File: src/rtl/envelope_squelch_pkg.sv
`default_nettype none
// ============================================================================
// Module   : envelope_squelch_pkg
// Brief    : Shared state encoding and counter widths for the envelope squelch.
// Revision : 1.0
// ============================================================================
package envelope_squelch_pkg;

    localparam int c_cnt_width   = 16;
    localparam int c_burst_width = 32;

    typedef enum logic [1:0] {
        IDLE   = 2'd0,
        ARM    = 2'd1,
        ACTIVE = 2'd2,
        HANG   = 2'd3
    } state_t;

endpackage
`default_nettype wire

File: src/rtl/envelope_squelch_oreg.sv
`default_nettype none
// ============================================================================
// Module   : envelope_squelch_oreg
// Brief    : One-deep AXI-stream output register (tdata/tlast, valid/ready).
// Revision : 1.0
// ============================================================================
module envelope_squelch_oreg (
    input  logic        clk,
    input  logic        reset_n,
    input  logic        i_accept,
    input  logic        i_emit,
    input  logic [31:0] i_tdata,
    input  logic        i_tlast,
    input  logic        i_out_tready,
    output logic        o_in_tready,
    output logic [31:0] o_tdata,
    output logic        o_tlast,
    output logic        o_tvalid
);

    logic [31:0] r_tdata;
    logic        r_tlast;
    logic        r_tvalid;

    assign o_in_tready = ~r_tvalid | i_out_tready;
    assign o_tdata     = r_tdata;
    assign o_tlast     = r_tlast;
    assign o_tvalid    = r_tvalid;

    always_ff @(posedge clk or negedge reset_n) begin
        if (!reset_n) begin
            r_tdata  <= '0;
            r_tlast  <= 1'b0;
            r_tvalid <= 1'b0;
        end else if (o_in_tready) begin
            r_tvalid <= i_accept & i_emit;
            if (i_accept & i_emit) begin
                r_tdata <= i_tdata;
                r_tlast <= i_tlast;
            end else begin
                r_tlast <= 1'b0;
            end
        end
    end

endmodule
`default_nettype wire

File: src/rtl/envelope_squelch.sv
`default_nettype none
// ============================================================================
// Module   : envelope_squelch
// Brief    : Hysteresis squelch gating a magnitude stream into tlast-framed bursts.
// Revision : 1.0
// ============================================================================
module envelope_squelch
    import envelope_squelch_pkg::*;
#(
    parameter int MAG_WIDTH = 16,
    parameter int MAX_BURST = 2048
) (
    input  logic                     clk,
    input  logic                     reset_n,
    input  logic                     enable,
    input  logic [MAG_WIDTH-1:0]     thresh_on,
    input  logic [MAG_WIDTH-1:0]     thresh_off,
    input  logic [c_cnt_width-1:0]   attack_len,
    input  logic [c_cnt_width-1:0]   hang_len,
    input  logic [31:0]              i_tdata,
    input  logic                     i_tlast,
    input  logic                     i_tvalid,
    output logic                     i_tready,
    output logic [31:0]              o_tdata,
    output logic                     o_tlast,
    output logic                     o_tvalid,
    input  logic                     o_tready,
    output logic                     active,
    output logic [c_burst_width-1:0] burst_count
);

    localparam logic [c_cnt_width:0]   c_max_burst = (c_cnt_width+1)'(MAX_BURST);
    localparam logic [c_cnt_width-1:0] c_one       = (c_cnt_width)'(1);

    state_t                   r_state;
    state_t                   w_state_nxt;
    logic [c_cnt_width-1:0]   r_att_cnt;
    logic [c_cnt_width-1:0]   w_att_cnt_nxt;
    logic [c_cnt_width-1:0]   r_hang_cnt;
    logic [c_cnt_width-1:0]   w_hang_cnt_nxt;
    logic [c_cnt_width-1:0]   r_seg_cnt;
    logic [c_cnt_width-1:0]   w_seg_cnt_nxt;
    logic [c_burst_width-1:0] r_burst_count;
    logic [c_burst_width-1:0] w_burst_count_nxt;
    logic                     w_accept;
    logic                     w_emit;
    logic                     w_tlast;
    logic                     w_close;
    logic [MAG_WIDTH-1:0]     w_mag;
    logic [c_cnt_width-1:0]   w_att_target;
    logic [c_cnt_width:0]     w_att_inc;
    logic [c_cnt_width:0]     w_seg_inc;
    logic                     w_unused;

    assign w_mag        = i_tdata[MAG_WIDTH-1:0];
    assign w_accept     = i_tvalid & i_tready;
    assign w_att_target = (attack_len == '0) ? c_one : attack_len;
    assign w_att_inc    = {1'b0, r_att_cnt} + (c_cnt_width+1)'(1);
    assign w_seg_inc    = {1'b0, r_seg_cnt} + (c_cnt_width+1)'(1);
    assign w_unused     = i_tlast;
    assign active       = (r_state == ACTIVE) || (r_state == HANG);
    assign burst_count  = r_burst_count;

    always_comb begin
        w_state_nxt       = r_state;
        w_att_cnt_nxt     = r_att_cnt;
        w_hang_cnt_nxt    = r_hang_cnt;
        w_seg_cnt_nxt     = r_seg_cnt;
        w_burst_count_nxt = r_burst_count;
        w_emit            = 1'b0;
        w_tlast           = 1'b0;
        w_close           = 1'b0;
        if (w_accept) begin
            case (r_state)
                IDLE: begin
                    if (enable && (w_mag >= thresh_on)) begin
                        if (w_att_target == c_one) begin
                            w_state_nxt   = ACTIVE;
                            w_att_cnt_nxt = '0;
                        end else begin
                            w_state_nxt   = ARM;
                            w_att_cnt_nxt = c_one;
                        end
                    end
                end
                ARM: begin
                    if (enable && (w_mag >= thresh_on)) begin
                        if (w_att_inc >= {1'b0, w_att_target}) begin
                            w_state_nxt   = ACTIVE;
                            w_att_cnt_nxt = '0;
                        end else begin
                            w_att_cnt_nxt = w_att_inc[c_cnt_width-1:0];
                        end
                    end else begin
                        w_state_nxt   = IDLE;
                        w_att_cnt_nxt = '0;
                    end
                end
                default: begin
                    w_emit = 1'b1;
                    // The burst closes on the hang_len-th consecutive quiet beat;
                    // the beat that leaves ACTIVE counts as the first one.
                    if (!enable) begin
                        w_close = 1'b1;
                    end else if (w_mag >= thresh_off) begin
                        w_state_nxt = ACTIVE;
                    end else if (r_state == ACTIVE) begin
                        if (hang_len <= c_one) begin
                            w_close = 1'b1;
                        end else begin
                            w_hang_cnt_nxt = hang_len - c_one;
                            w_state_nxt    = HANG;
                        end
                    end else if (r_hang_cnt <= c_one) begin
                        w_close = 1'b1;
                    end else begin
                        w_hang_cnt_nxt = r_hang_cnt - c_one;
                    end

                    if (w_close) begin
                        w_tlast           = 1'b1;
                        w_state_nxt       = IDLE;
                        w_hang_cnt_nxt    = '0;
                        w_seg_cnt_nxt     = '0;
                        w_burst_count_nxt = r_burst_count + 1'b1;
                    end else if (w_seg_inc == c_max_burst) begin
                        w_tlast       = 1'b1;
                        w_seg_cnt_nxt = '0;
                    end else begin
                        w_seg_cnt_nxt = w_seg_inc[c_cnt_width-1:0];
                    end
                end
            endcase
        end
    end

    always_ff @(posedge clk or negedge reset_n) begin
        if (!reset_n) begin
            r_state       <= IDLE;
            r_att_cnt     <= '0;
            r_hang_cnt    <= '0;
            r_seg_cnt     <= '0;
            r_burst_count <= '0;
        end else begin
            r_state       <= w_state_nxt;
            r_att_cnt     <= w_att_cnt_nxt;
            r_hang_cnt    <= w_hang_cnt_nxt;
            r_seg_cnt     <= w_seg_cnt_nxt;
            r_burst_count <= w_burst_count_nxt;
        end
    end

    envelope_squelch_oreg u_oreg (
        .clk          (clk),
        .reset_n      (reset_n),
        .i_accept     (w_accept),
        .i_emit       (w_emit),
        .i_tdata      (i_tdata),
        .i_tlast      (w_tlast),
        .i_out_tready (o_tready),
        .o_in_tready  (i_tready),
        .o_tdata      (o_tdata),
        .o_tlast      (o_tlast),
        .o_tvalid     (o_tvalid)
    );

endmodule
`default_nettype wire
File: config.mk
export PLATFORM = sky130hd
export DESIGN_NAME = envelope_squelch
export DESIGN_NICKNAME = d
export VERILOG_FILES = /design/src/rtl/envelope_squelch_pkg.sv /design/src/rtl/envelope_squelch_oreg.sv /design/src/rtl/envelope_squelch.sv
export SDC_FILE = /design/constraint.sdc
export NUM_CORES = 1
export LEC_CHECK = 0
export CAP_MARGIN = 0
export CORE_AREA = 5 5 127 129
export CTS_BUF_LIST = sky130_fd_sc_hd__clkbuf_4 sky130_fd_sc_hd__clkbuf_8 sky130_fd_sc_hd__clkbuf_16
export DETAILED_ROUTE_END_ITERATION = 10
export DIE_AREA = 0 0 132 134
export PLACE_DENSITY = 0.77
export SYNTH_ARGS = -nofsm -noshare
export SYNTH_HDL_FRONTEND = slang
export SYNTH_SLANG_ARGS = --single-unit
export TNS_END_PERCENT = 100
File: constraint.sdc
create_clock -name clk -period 3.95 [get_ports clk]
set_input_delay 0.79 -clock clk [delete_from_list [all_inputs] [get_ports clk]]
set_output_delay 0.79 -clock clk [all_outputs]
set_load 0.01 [all_outputs]
==> key figures, run 1 <==
Floorplanning
  • Die W: around 130 um
  • Core area: 14900 sq um
  • Initial Util: 49.8%
  • Die ar.: between 15000 and 20000 sq um
  • IO Pins: 170
  • Die height: approximately 130 um
  • FP Rows: 45

STA
  • Max frequency: between 0.2 and 0.3 GHz
  • Slew of the pin with the lowest slew margin: between 700 and 800 ps
  • Max Clock Skew: 6.21 ps
  • Post-layout minimum cycle time: 3720 ps
  • Slew HR: 52.0%
  • RSZ-0062 raised after global routing: false
  • Period utilisation layout: 94.2%
  • Final Setup Violations: 0
  • Endpoints failing hold: 0
  • Slew Viols, Final: 0

Global routing
  • First-pass GRT wire length: 32.4 mm
  • Initial antenna violation count: 0
  • Gr ovfl total: 0
  • Vias in the first global route: about 6500
  • Global Route Usage Sum: 22.2%
  • Largest net degree at the start of global routing: 73

Clocking
  • Clock buffer depth: 2
  • Total CTS buffers: 17
  • Clk Latency, worst-skew pair: around 420 ps
  • Clk slew on worst S/H paths: 60 ps
  • CTS H-tree lvls: 4
  • Clk sinks: 116
  • CTS tree: yes
  • Clock Tree Root: clkbuf_16
  • Cts hold-fix bufs: 0

Power and ir drop
  • Max VDD drop: 0.000307 V
  • Cell Pwr Density: 499 nW/um^2
  • Cell leakage power: between 4 and 5 nW
  • Tot Pwr: 4.95 mW

Drt
  • Post-route ant nets: 0
  • WL final: roughly 20 mm
  • DRT Pass-1 Iters: 5
  • Routed via count: 6742
  • DRT iter0 DRCs: 449
  • Routed length per instance: 15.9 um
  • Drt drc: 0
  • Vias/cell: 5.47

Final layout
  • Sequential cell area: approximately 2900 sq um
  • Final Core Density: between 60% and 70%
  • Post-layout net count: roughly 1200
  • Area of the multi-input gates: 4160 sq um
  • Share of layout cells above drive strength 1: 7.76%
  • Diode count: 0
  • Area grow syn2layout: 33.3%
  • Post-Layout Cell Count: 1232
  • Number of fill cells: 1201

Logic synthesis
  • Synth Flop Type: dfrtp_1
  • Area leader, netlist: dfrtp_1
  • FFs w/ async S/R, synth: 100%
  • Cells after Synth: 860
  • Synth warn: 0
  • Dominant cell by count in the synthesized netlist: nand2_1
  • Synth unique cells: 65
  • Number of flops mapped to enable cells by yosys: 0
  • Synth Net Count: 1017
  • Most frequent cells after synthesis: 156 x nand2_1, 116 x dfrtp_1, 65 x o21ai_0
  • Register area share after synthesis: 39.0%
  • Syn Area/Cell: 8.65 sq um
  • Yosys top cell area share: 39.0%
  • Post-Syn Area: roughly 7400 sq um
  • Synth top area cells: dfrtp_1 39%, ha_1 9.3%, nand2_1 7.9%, o21ai_0 4.4%, xnor2_1 3.9%
  • Synthesized flop and latch total: 116

Setup path
  • Critical-path cell list: and3_1 > and3_1 > nand3_1 > nor2_2 > nand2_1 > xnor2_1 > ha_1 > nor2b_1 > o21ai_0 > nand2_1 > o221a_2 > or3_1 > or2_4 > o31ai_1
  • Critical Path RT: 4270 ps
  • Critical Path Fanout Max: 6
  • FF-to-FF Start: r_att_cnt[2]
  • Worst setup EP type: register
  • Worst setup path startpoint: r_att_cnt[2]
  • Slowest cell delay on critical path: 430 ps
  • Critical path launch point type: register
  • Arr. time, crit path: 4040 ps
  • Type of the worst setup path: register to register
  • Slowest cell on crit path: dfrtp_1

Outcome
  • Status: complete, no violations

Placement
  • Placed cell count: 1196
  • PortBufs: 168
  • Final HPWL DP: 14.4 mm
  • Placer Congestion: 0.832

Min path
  • Hold Crit Class: input port to asynchronous set/reset pin

Job
  • Total of max-cap violations: 0
[critical path, delay by kind of cell (launching register included)]
family          cells  cell delay (ps)
fa+ha+maj           1              270
flops               1              430
xor+xnor            1              200
compound gates      3              750
simple gates        9             1970
[layout make-up]
cell class / count / share of cell area, %
well taps: 188 / 2.37
clock inverters: 14 / 1.30
flip-flops and latches: 116 / 29.3
clock buffers: 18 / 4.43
multi-input cells: 649 / 42.0
inverters: 63 / 2.38
repair buffers: 184 / 18.3
[state kept, by name, indices dropped and copies added, names as in the netlist]
name	cells
burst_count	32
r_att_cnt	16
u_oreg.o_tdata	32
r_hang_cnt	16
r_state	2
u_oreg.o_tlast	1
r_seg_cnt	16
u_oreg.o_tvalid	1
[final timing paths]
check	to	slack (ps)	cells past startpoint
setup / recovery	r_att_cnt[10]	230	14
hold / removal	u_oreg.o_tdata[13]	380	1
setup reg to reg	r_att_cnt[10]	230	14
hold reg to reg	burst_count[31]	470	1
max in group asynchronous	r_hang_cnt[10]	2760	2
min in group clk	burst_count[31]	470	1
[logic make-up after synthesis]
family                   count (synthesis)  synth area share (%)
AO/OA/AOI/OAI                          176                  14.9
XOR/XNOR                                58                  6.83
adder cells (fa/ha/maj)                 55                  9.25
buffers and inverters                   95                  5.25
flip-flops                             116                  39.0
multiplexers                             2                 0.303
AND/OR/NAND/NOR                        358                  24.4
[metrics by stage]
stage          hold slack [ps]  instance area [sq um]  setup slack [ps]  TNS (ps)
6_report                   378                   9920               230         0
5_1_grt                    429                   9920              9.65         0
4_1_cts                    400                   9880               151         0
3_5_place_dp               462                   9310              -282     -2110
3_3_place_gp               457                   9310              -203     -1190
2_1_floorplan              439                   7440               673         0
[power breakdown]
group / leakage (nW) / switching (mW) / internal (mW)
sequential: 1.54 / 0.229 / 1.45
combinational: 2.71 / 0.958 / 0.832
clock: 0.261 / 0.592 / 0.884
total: 4.51 / 1.78 / 3.17
[layout by cell type (no fill, tap or decap), types with 3 or more instances in the layout]
cell / instances
clkdlybuf4s50_1: 167
nand2_1: 156
dfrtp_1: 116
o21ai_0: 65
inv_1: 63
ha_1: 54
nor2_1: 52
xnor2_1: 33
a21oi_1: 32
nand3_1: 26
xor2_1: 25
nor3_1: 19
nand4_1: 19
clkbuf_16: 17
buf_4: 16
a31oi_1: 13
and3_1: 12
o31ai_1: 12
nand2b_1: 10
nor2b_1: 10
a22o_1: 9
nor4_1: 8
a21o_1: 8
o21ai_1: 6
and2_1: 6
clkinvlp_4: 6
a211oi_1: 5
nor3b_1: 5
o21a_1: 4
or3_1: 4
nor3_2: 4
nand3_2: 3
or4_4: 3
nor4_4: 3
inv_6: 3
[routing by layer]
| layer | part of all wire (%) | vias to the layer above | wire, um | global-route usage (%) |
|---|---|---|---|---|
| met5 | 0 | - | 0 | 0 |
| met1 | 44 | 3191 | 8630 | 28.5 |
| met4 | 1.8 | 0 | 351 | 6.46 |
| met2 | 48 | 188 | 9460 | 36.6 |
| met3 | 6.1 | 33 | 1200 | 6.53 |
| li1 | - | 3330 | - | - |
[what timing repair did]
action,CTS,global route
endpoints found under the setup margin,0,2
gates resized for setup,0,2
setup buffers,0,4
(Power assumes the default switching activity.)
==> run 2: changes to the inputs <==
--- a/config.mk
+++ b/config.mk
@@ -11,6 +11,7 @@
 export DETAILED_ROUTE_END_ITERATION = 10
 export DIE_AREA = 0 0 132 134
 export PLACE_DENSITY = 0.77
+export REMOVE_ABC_BUFFERS = 1
 export SYNTH_ARGS = -nofsm -noshare
 export SYNTH_HDL_FRONTEND = slang
 export SYNTH_SLANG_ARGS = --single-unit
==> run 2 against run 1 <==
Sequential share of layout area barely moved. Sequential power barely moved. Via count fell by 1.2%. Non-clock buffer count fell by 6. Clock power rose by 9%. Critical path type unchanged. Critical endpoint unchanged. Largest cell class unchanged.
==> key figures, run 2 (synthesized netlist as in run 1, its figures left out) <==
Drt
  • Met2 routed wirelength: 10.0 mm (+6.1%)
  • DRT iter0 DRCs: 522 (+16%)
  • Drt drc: 0 (unchanged)
  • WL final: 19.7 mm (+0.16%)
  • Met1 Wirelength: 8.56 mm (-0.86%)
  • Max Used Layer: met4
  • Routed via count: 6658 (-1.2%)
  • WL met3: 720 um (-40%)
  • Routed length per instance: 16.1 um (+0.73%)
  • DRT Pass-1 Iters: 5 (unchanged)
  • Post-route ant nets: 0 (unchanged)
  • Vias/cell: 5.44 (-0.68%)

Setup path
  • Critical-path cell list: ha_1 > and3_1 > nand3_2 > nor2_1 > xnor2_1 > ha_1 > a211oi_1 > nand2_1 > o221a_2 > or3_1 > or2_4 > o31ai_1
  • CP most frequent cell: ha_1
  • Critical Path Fanout Max: 8 (+2)
  • Arr. time, crit path: 3980 ps (-60 ps)
  • Critical path launch point type: register
  • Worst setup EP type: register
  • Reg2reg setup slack: 290 ps (+60 ps)
  • Type of the worst setup path: register to register
  • Critical Path RT: 4270 ps (about the same)
  • Slowest cell on crit path: dfrtp_1
  • Slowest cell delay on critical path: 460 ps (+30 ps)

STA
  • Final Setup Violations: 0 (unchanged)
  • Period utilisation layout: 92.6% (-1.6 points)
  • Slew Viols, Final: 0 (unchanged)
  • RSZ-0062 raised after global routing: false
  • Slew HR: 49.0% (-3.0 points)
  • Endpoints failing hold: 0 (unchanged)
  • Post-layout minimum cycle time: 3660 ps (-62.0 ps)
  • Max frequency: 0.273 GHz (+1.7%)
  • Max Clock Skew: 6.78 ps (+0.571 ps)
  • Setup TNS: 0 ps (unchanged)
  • Slew of the pin with the lowest slew margin: 763 ps (+52.6 ps)

Final layout
  • Most frequent cells in the layout: 167 x clkdlybuf4s50_1, 156 x nand2_1, 116 x dfrtp_1
  • Area grow syn2layout: 33.4% (about the same)
  • Post-Layout Cell Count: 1225 (-0.57%)
  • Post-layout net count: 1182 (-0.51%)
  • Share of layout cells above drive strength 1: 7.04% (-0.72 points)
  • Leading cell type in the layout, fill and taps excluded: clkdlybuf4s50_1
  • Diode count: 0 (unchanged)

Floorplanning
  • Die height: 134 um (unchanged)
  • Core area: 14900 sq um (unchanged)
  • Die W: 132 um (unchanged)
  • Die ar.: 17700 sq um (unchanged)
  • FP Rows: 45 (unchanged)
  • IO Pins: 170 (unchanged)
  • Initial Util: 49.8% (unchanged)

Global routing
  • Largest net degree at the start of global routing: 68 (-6.8%)
  • Global Route Usage Sum: 22.0% (-0.27 points)
  • Gr ovfl total: 0 (unchanged)
  • Initial antenna violation count: 0 (unchanged)
  • First-pass GRT wire length: 32.1 mm (-0.96%)
  • Vias in the first global route: 6520 (-0.015%)

Outcome
  • Status: complete, no violations

Clocking
  • Clk slew on worst S/H paths: 50 ps (about the same)
  • Clk sinks: 116 (unchanged)
  • CTS H-tree lvls: 4 (unchanged)
  • Post_cts resized: 0 (unchanged)
  • CTS tree: yes
  • Clk Latency, worst-skew pair: 420 ps (about the same)
  • Clock Tree Root: clkbuf_16
  • Clock buffer depth: 2 (unchanged)
  • Total CTS buffers: 17 (unchanged)
  • Cts hold-fix bufs: 0 (unchanged)
  • Postcts setup bufs: 0 (unchanged)

Min path
  • Hold Crit Class: input port to asynchronous set/reset pin

Placement
  • Final HPWL DP: 14.6 mm (+1.0%)
  • Placed cell count: 1194 (-0.17%)
  • PortBufs: 168 (unchanged)
  • Placer Congestion: 0.855 (+2.7%)

Power and ir drop
  • Max VDD drop: 0.000415 V (+35%)
  • Cell Pwr Density: 511 nW/um^2 (+2.4%)
  • Cell leakage power: 4.53 nW (+0.41%)

Job
  • Total of max-cap violations: 0 (unchanged)
run 2: worst max-delay path: cells and delay by family, from the launching register on:
family	cells	cell delay, ps
simple gates	6	1530
compound gates	3	770
fa+ha+maj	2	610
flops	1	460
xor+xnor	1	190
run 2: power breakdown:
part / internal (mW) / switching (mW) / total (mW) / leakage (nW)
registers: 1.45 / 0.226 / 1.68 / 1.54
logic: 0.823 / 0.946 / 1.77 / 2.68
clock network: 1.08 / 0.534 / 1.62 / 0.309
total: 3.36 / 1.71 / 5.07 / 4.53
run 2: per-layer routing:
layer  vias up  global-route usage, %
li1       3320                      -
met2       148                   37.6
met1      3163                   28.1
met3        27                   4.05
met5         -                      0
met4         0                   7.26
run 2: area by class of cell:
class,count,area [sq um]
clock buffer,20,460
clock inverter,11,158
fill,1184,5000
inverter,63,236
multi-input combinational,649,4160
sequential,116,2900
tap,188,235
timing repair buffer,178,1770
run 2: stage by stage:
stage / worst slack, ps / hold slack [ps] / power [mW] / utilization [%] / instance area (sq um)
final: 292 / 402 / 5.07 / 66.5 / 9920
after global routing: 32.0 / 452 / 5.36 / 66.5 / 9920
after CTS: 255 / 428 / 5.10 / 66.4 / 9910
after detailed placement: 114 / 462 / 3.45 / 62.3 / 9290
after global placement: 151 / 458 / 3.41 / 62.3 / 9290
after floorplan: 492 / 439 / 2.62 / - / 7280
run 2: final timing paths:
kind / to / cells past startpoint / from
max: r_att_cnt[10] / 12 / r_att_cnt[0]
min: u_oreg.o_tdata[19] / 1 / reset_n
max reg2reg: r_att_cnt[10] / 12 / r_att_cnt[0]
min reg2reg: u_oreg.o_tdata[21] / 2 / u_oreg.o_tdata[21]
max in group asynchronous: burst_count[14] / 2 / reset_n
min in group clk: u_oreg.o_tdata[21] / 2 / u_oreg.o_tdata[21]
==> run 3: changes to the inputs <==
--- a/config.mk
+++ b/config.mk
@@ -6,10 +6,12 @@
 export NUM_CORES = 1
 export LEC_CHECK = 0
 export CAP_MARGIN = 0
-export CORE_AREA = 5 5 127 129
+export CELL_PAD_IN_SITES_DETAIL_PLACEMENT = 1
+export CELL_PAD_IN_SITES_GLOBAL_PLACEMENT = 2
+export CORE_AREA = 5 5 164 166
 export CTS_BUF_LIST = sky130_fd_sc_hd__clkbuf_4 sky130_fd_sc_hd__clkbuf_8 sky130_fd_sc_hd__clkbuf_16
 export DETAILED_ROUTE_END_ITERATION = 10
-export DIE_AREA = 0 0 132 134
+export DIE_AREA = 0 0 169 171
 export PLACE_DENSITY = 0.77
 export REMOVE_ABC_BUFFERS = 1
 export SYNTH_ARGS = -nofsm -noshare
==> constraint.sdc (replaced) <==
create_clock -name clk -period 3.95 [get_ports clk]
set_input_delay 0.79 -clock clk [delete_from_list [all_inputs] [get_ports clk]]
set_output_delay 0.79 -clock clk [all_outputs]
set_load 0.005 [all_outputs]
==> run 3 against run 2 <==
Highest routed layer unchanged. Sequential power about the same. Hold slack better by 48 ps. Sequential share of layout area down 0.70 points. Flip-flop and latch count unchanged. Setup slack better by 78 ps. Final cell count up 13%. Clock-buffer cell count down 3. Largest cell class unchanged. Global-route usage down 5.9 points. Die area up 63%. Non-clock buffer count up 13.
==> key figures, run 3 (synthesized netlist as in run 1, its figures left out) <==
Setup path
  • Arr. time, crit path: 3900 ps (-80 ps)
  • Slowest cell on crit path: dfrtp_1
  • Type of the worst setup path: register to register
  • Cell depth of the worst setup path: 12 (unchanged)
  • Critical path launch point type: register
  • Worst setup EP type: register
  • FF-to-FF Start: r_att_cnt[0]
  • Reg2reg setup slack: 370 ps (+80 ps)
  • CP delay by family, top: simple AND/OR/NAND/NOR gates
  • Critical-path cell list: ha_1 > and3_1 > nand3_2 > nor2_1 > xnor2_1 > ha_1 > a211oi_1 > nand2_1 > o221a_2 > or3_1 > or2_4 > o31ai_1
  • Critical Path RT: 4270 ps (about the same)
  • CP most frequent cell: ha_1
  • RR Endpoint: r_att_cnt[9]
  • Critical Path Fanout Max: 6 (-2)
  • Slowest cell delay on critical path: 460 ps (about the same)
  • Reg2reg path depth: 12 (unchanged)
  • Crit path buf inv count: 0 (unchanged)

STA
  • RSZ-0062 raised after global routing: false
  • Final Setup Violations: 0 (unchanged)
  • Slew Viols, Final: 0 (unchanged)
  • Max Clock Skew: 9.62 ps (+2.84 ps)
  • Max frequency: 0.279 GHz (+2.2%)
  • Slew of the pin with the lowest slew margin: 808 ps (+44.7 ps)
  • PnR worst setup slack: 370 ps (+77.6 ps)
  • Slew HR: 46.1% (-2.9 points)
  • Endpoints failing hold: 0 (unchanged)
  • Period utilisation layout: 90.6% (-2.0 points)
  • Post-layout minimum cycle time: 3580 ps (-77.6 ps)

Clocking
  • CTS tree: yes
  • Clock Tree Root: clkbuf_16
  • Clock buffer depth: 2 (unchanged)
  • Post_cts resized: 0 (unchanged)
  • Cts hold-fix bufs: 0 (unchanged)
  • Total CTS buffers: 17 (unchanged)
  • Clk Latency, worst-skew pair: 420 ps (about the same)
  • Clk sinks: 116 (unchanged)
  • Postcts setup bufs: 0 (unchanged)
  • Clk slew on worst S/H paths: 70 ps (+20 ps)
  • CTS H-tree lvls: 4 (unchanged)

Drt
  • Routed length per instance: 16.6 um (+3.4%)
  • DRT Pass-1 Iters: 4 (-1)
  • Post-route ant nets: 0 (unchanged)
  • Routed via count: 6734 (+1.1%)
  • DRT iter0 DRCs: 256 (-51%)
  • Drt drc: 0 (unchanged)
  • WL final: 23.0 mm (+17%)
  • Vias/cell: 4.86 (-11%)

Placement
  • PortBufs: 168 (unchanged)
  • Worst slack, placed: -63.8 ps (-178 ps)
  • Placer Congestion: 0.792 (-7.3%)
  • Final HPWL DP: 17.5 mm (+20%)

Job
  • Total of max-cap violations: 0 (unchanged)

Final layout
  • Most frequent cells in the layout: 167 x clkdlybuf4s50_1, 156 x nand2_1, 116 x dfrtp_1
  • Post-layout net count: 1195 (+1.1%)
  • Diode count: 0 (unchanged)
  • Area grow syn2layout: 36.6%
  • Final Core Density: 39.9% (-27 points)
  • Share of layout cells above drive strength 1: 8.37% (+1.3 points)
  • Leading cell type in the layout, fill and taps excluded: clkdlybuf4s50_1

Floorplanning
  • Initial Util: 29.2% (-21 points)
  • Core area: 25500 sq um (+71%)
  • Die W: 169 um (+28%)
  • Die ar.: 28900 sq um (+63%)
  • Die height: 171 um (+28%)
  • FP Rows: 59 (+31%)
  • IO Pins: 170 (unchanged)

Power and ir drop
  • Switching Fraction: 36.0% (+2.3 points)
  • Pint: 3.17 mW (-5.6%)
  • Max VDD drop: 0.000269 V (-35%)
  • Flop pwr share: 33.9% (+0.7 points)
  • Psw: 1.79 mW (+4.7%)
  • Clk pwr share: 30.5% (-1.4 points)
  • Logic pwr share: 35.7% (+0.8 points)
  • Cell Pwr Density: 488 nW/um^2 (-4.4%)
  • Cell leakage power: 4.56 nW (+0.65%)

Global routing
  • Global Route Usage Sum: 16.1% (-5.9 points)
  • Gr ovfl total: 0 (unchanged)
  • First-pass GRT wire length: 37.7 mm (+18%)
  • Vias in the first global route: 7101 (+8.9%)
  • Initial antenna violation count: 0 (unchanged)
  • Largest net degree at the start of global routing: 57 (-16%)

Min path
  • Hold Crit Class: input port to asynchronous set/reset pin

Outcome
  • Status: complete, no violations
-- run 3: cell count changes in the layout (fill, tap and decap cells not counted), moves of 2 or more --
cell       before  now
inv_6           0    5
clkinv_2        6    1
bufinv_16       4    1
clkbuf_8        2    0
buf_4          10   23
clkinv_4        0    5
-- run 3: how the worst max path moves through the flow --
stage / start / endpoint
global route: r_att_cnt[2] / r_att_cnt[9]
CTS: r_att_cnt[2] / r_att_cnt[9]
finish: r_att_cnt[0] / r_att_cnt[9]
floorplan: o_tready / r_hang_cnt[0]
global placement: i_tdata[1] / burst_count[31]
detailed placement: i_tdata[1] / burst_count[31]
-- run 3: power groups by stage --
stage               logic [mW]  registers [mW]  clock network [mW]
detailed placement        1.79            1.70                   0
global placement          1.75            1.69                   0
global route              1.98            1.72                1.60
floorplan                0.884            1.67                   0
finish                    1.77            1.68                1.51
CTS                       1.81            1.68                1.55
-- run 3: worst register-to-register path, stage by stage (launching register included) --
cell	delay, ps
dfrtp_1	460
ha_1	290
and3_1	320
nand3_2	200
nor2_1	170
xnor2_1	190
ha_1	310
a211oi_1	240
nand2_1	80
o221a_2	330
or3_1	410
or2_4	290
o31ai_1	200
-- run 3: area by class of cell --
type | count | area (sq um)
fill | 2986 | 15300
multi-input combinational | 649 | 4160
sequential | 116 | 2900
timing repair buffer | 191 | 1860
clock buffer | 17 | 425
tap | 335 | 419
inverter | 63 | 236
clock inverter | 15 | 149
-- run 3: per-layer routing --
| metal | vias up | track usage, % | part of all wire (%) |
|---|---|---|---|
| li1 | 3343 | - | - |
| met1 | 3294 | 20.8 | 46 |
| met2 | 78 | 28.6 | 51 |
| met3 | 19 | 2.17 | 1.9 |
| met4 | 0 | 3.85 | 1.0 |
| met5 | - | 0 | 0 |
-- run 3: through the flow --
stage               hold WS [ps]  setup TNS (ps)  cells  power (mW)  instance area, sq um
CTS                          469               0   1386        5.04                 10200
detailed placement           463            -177   1354        3.49                  9580
floorplan                    439               0    828        2.55                  7280
global placement             458           -21.3   1354        3.44                  9580
finish                       450               0   1386        4.96                 10200
global route                 490               0   1386        5.30                 10200
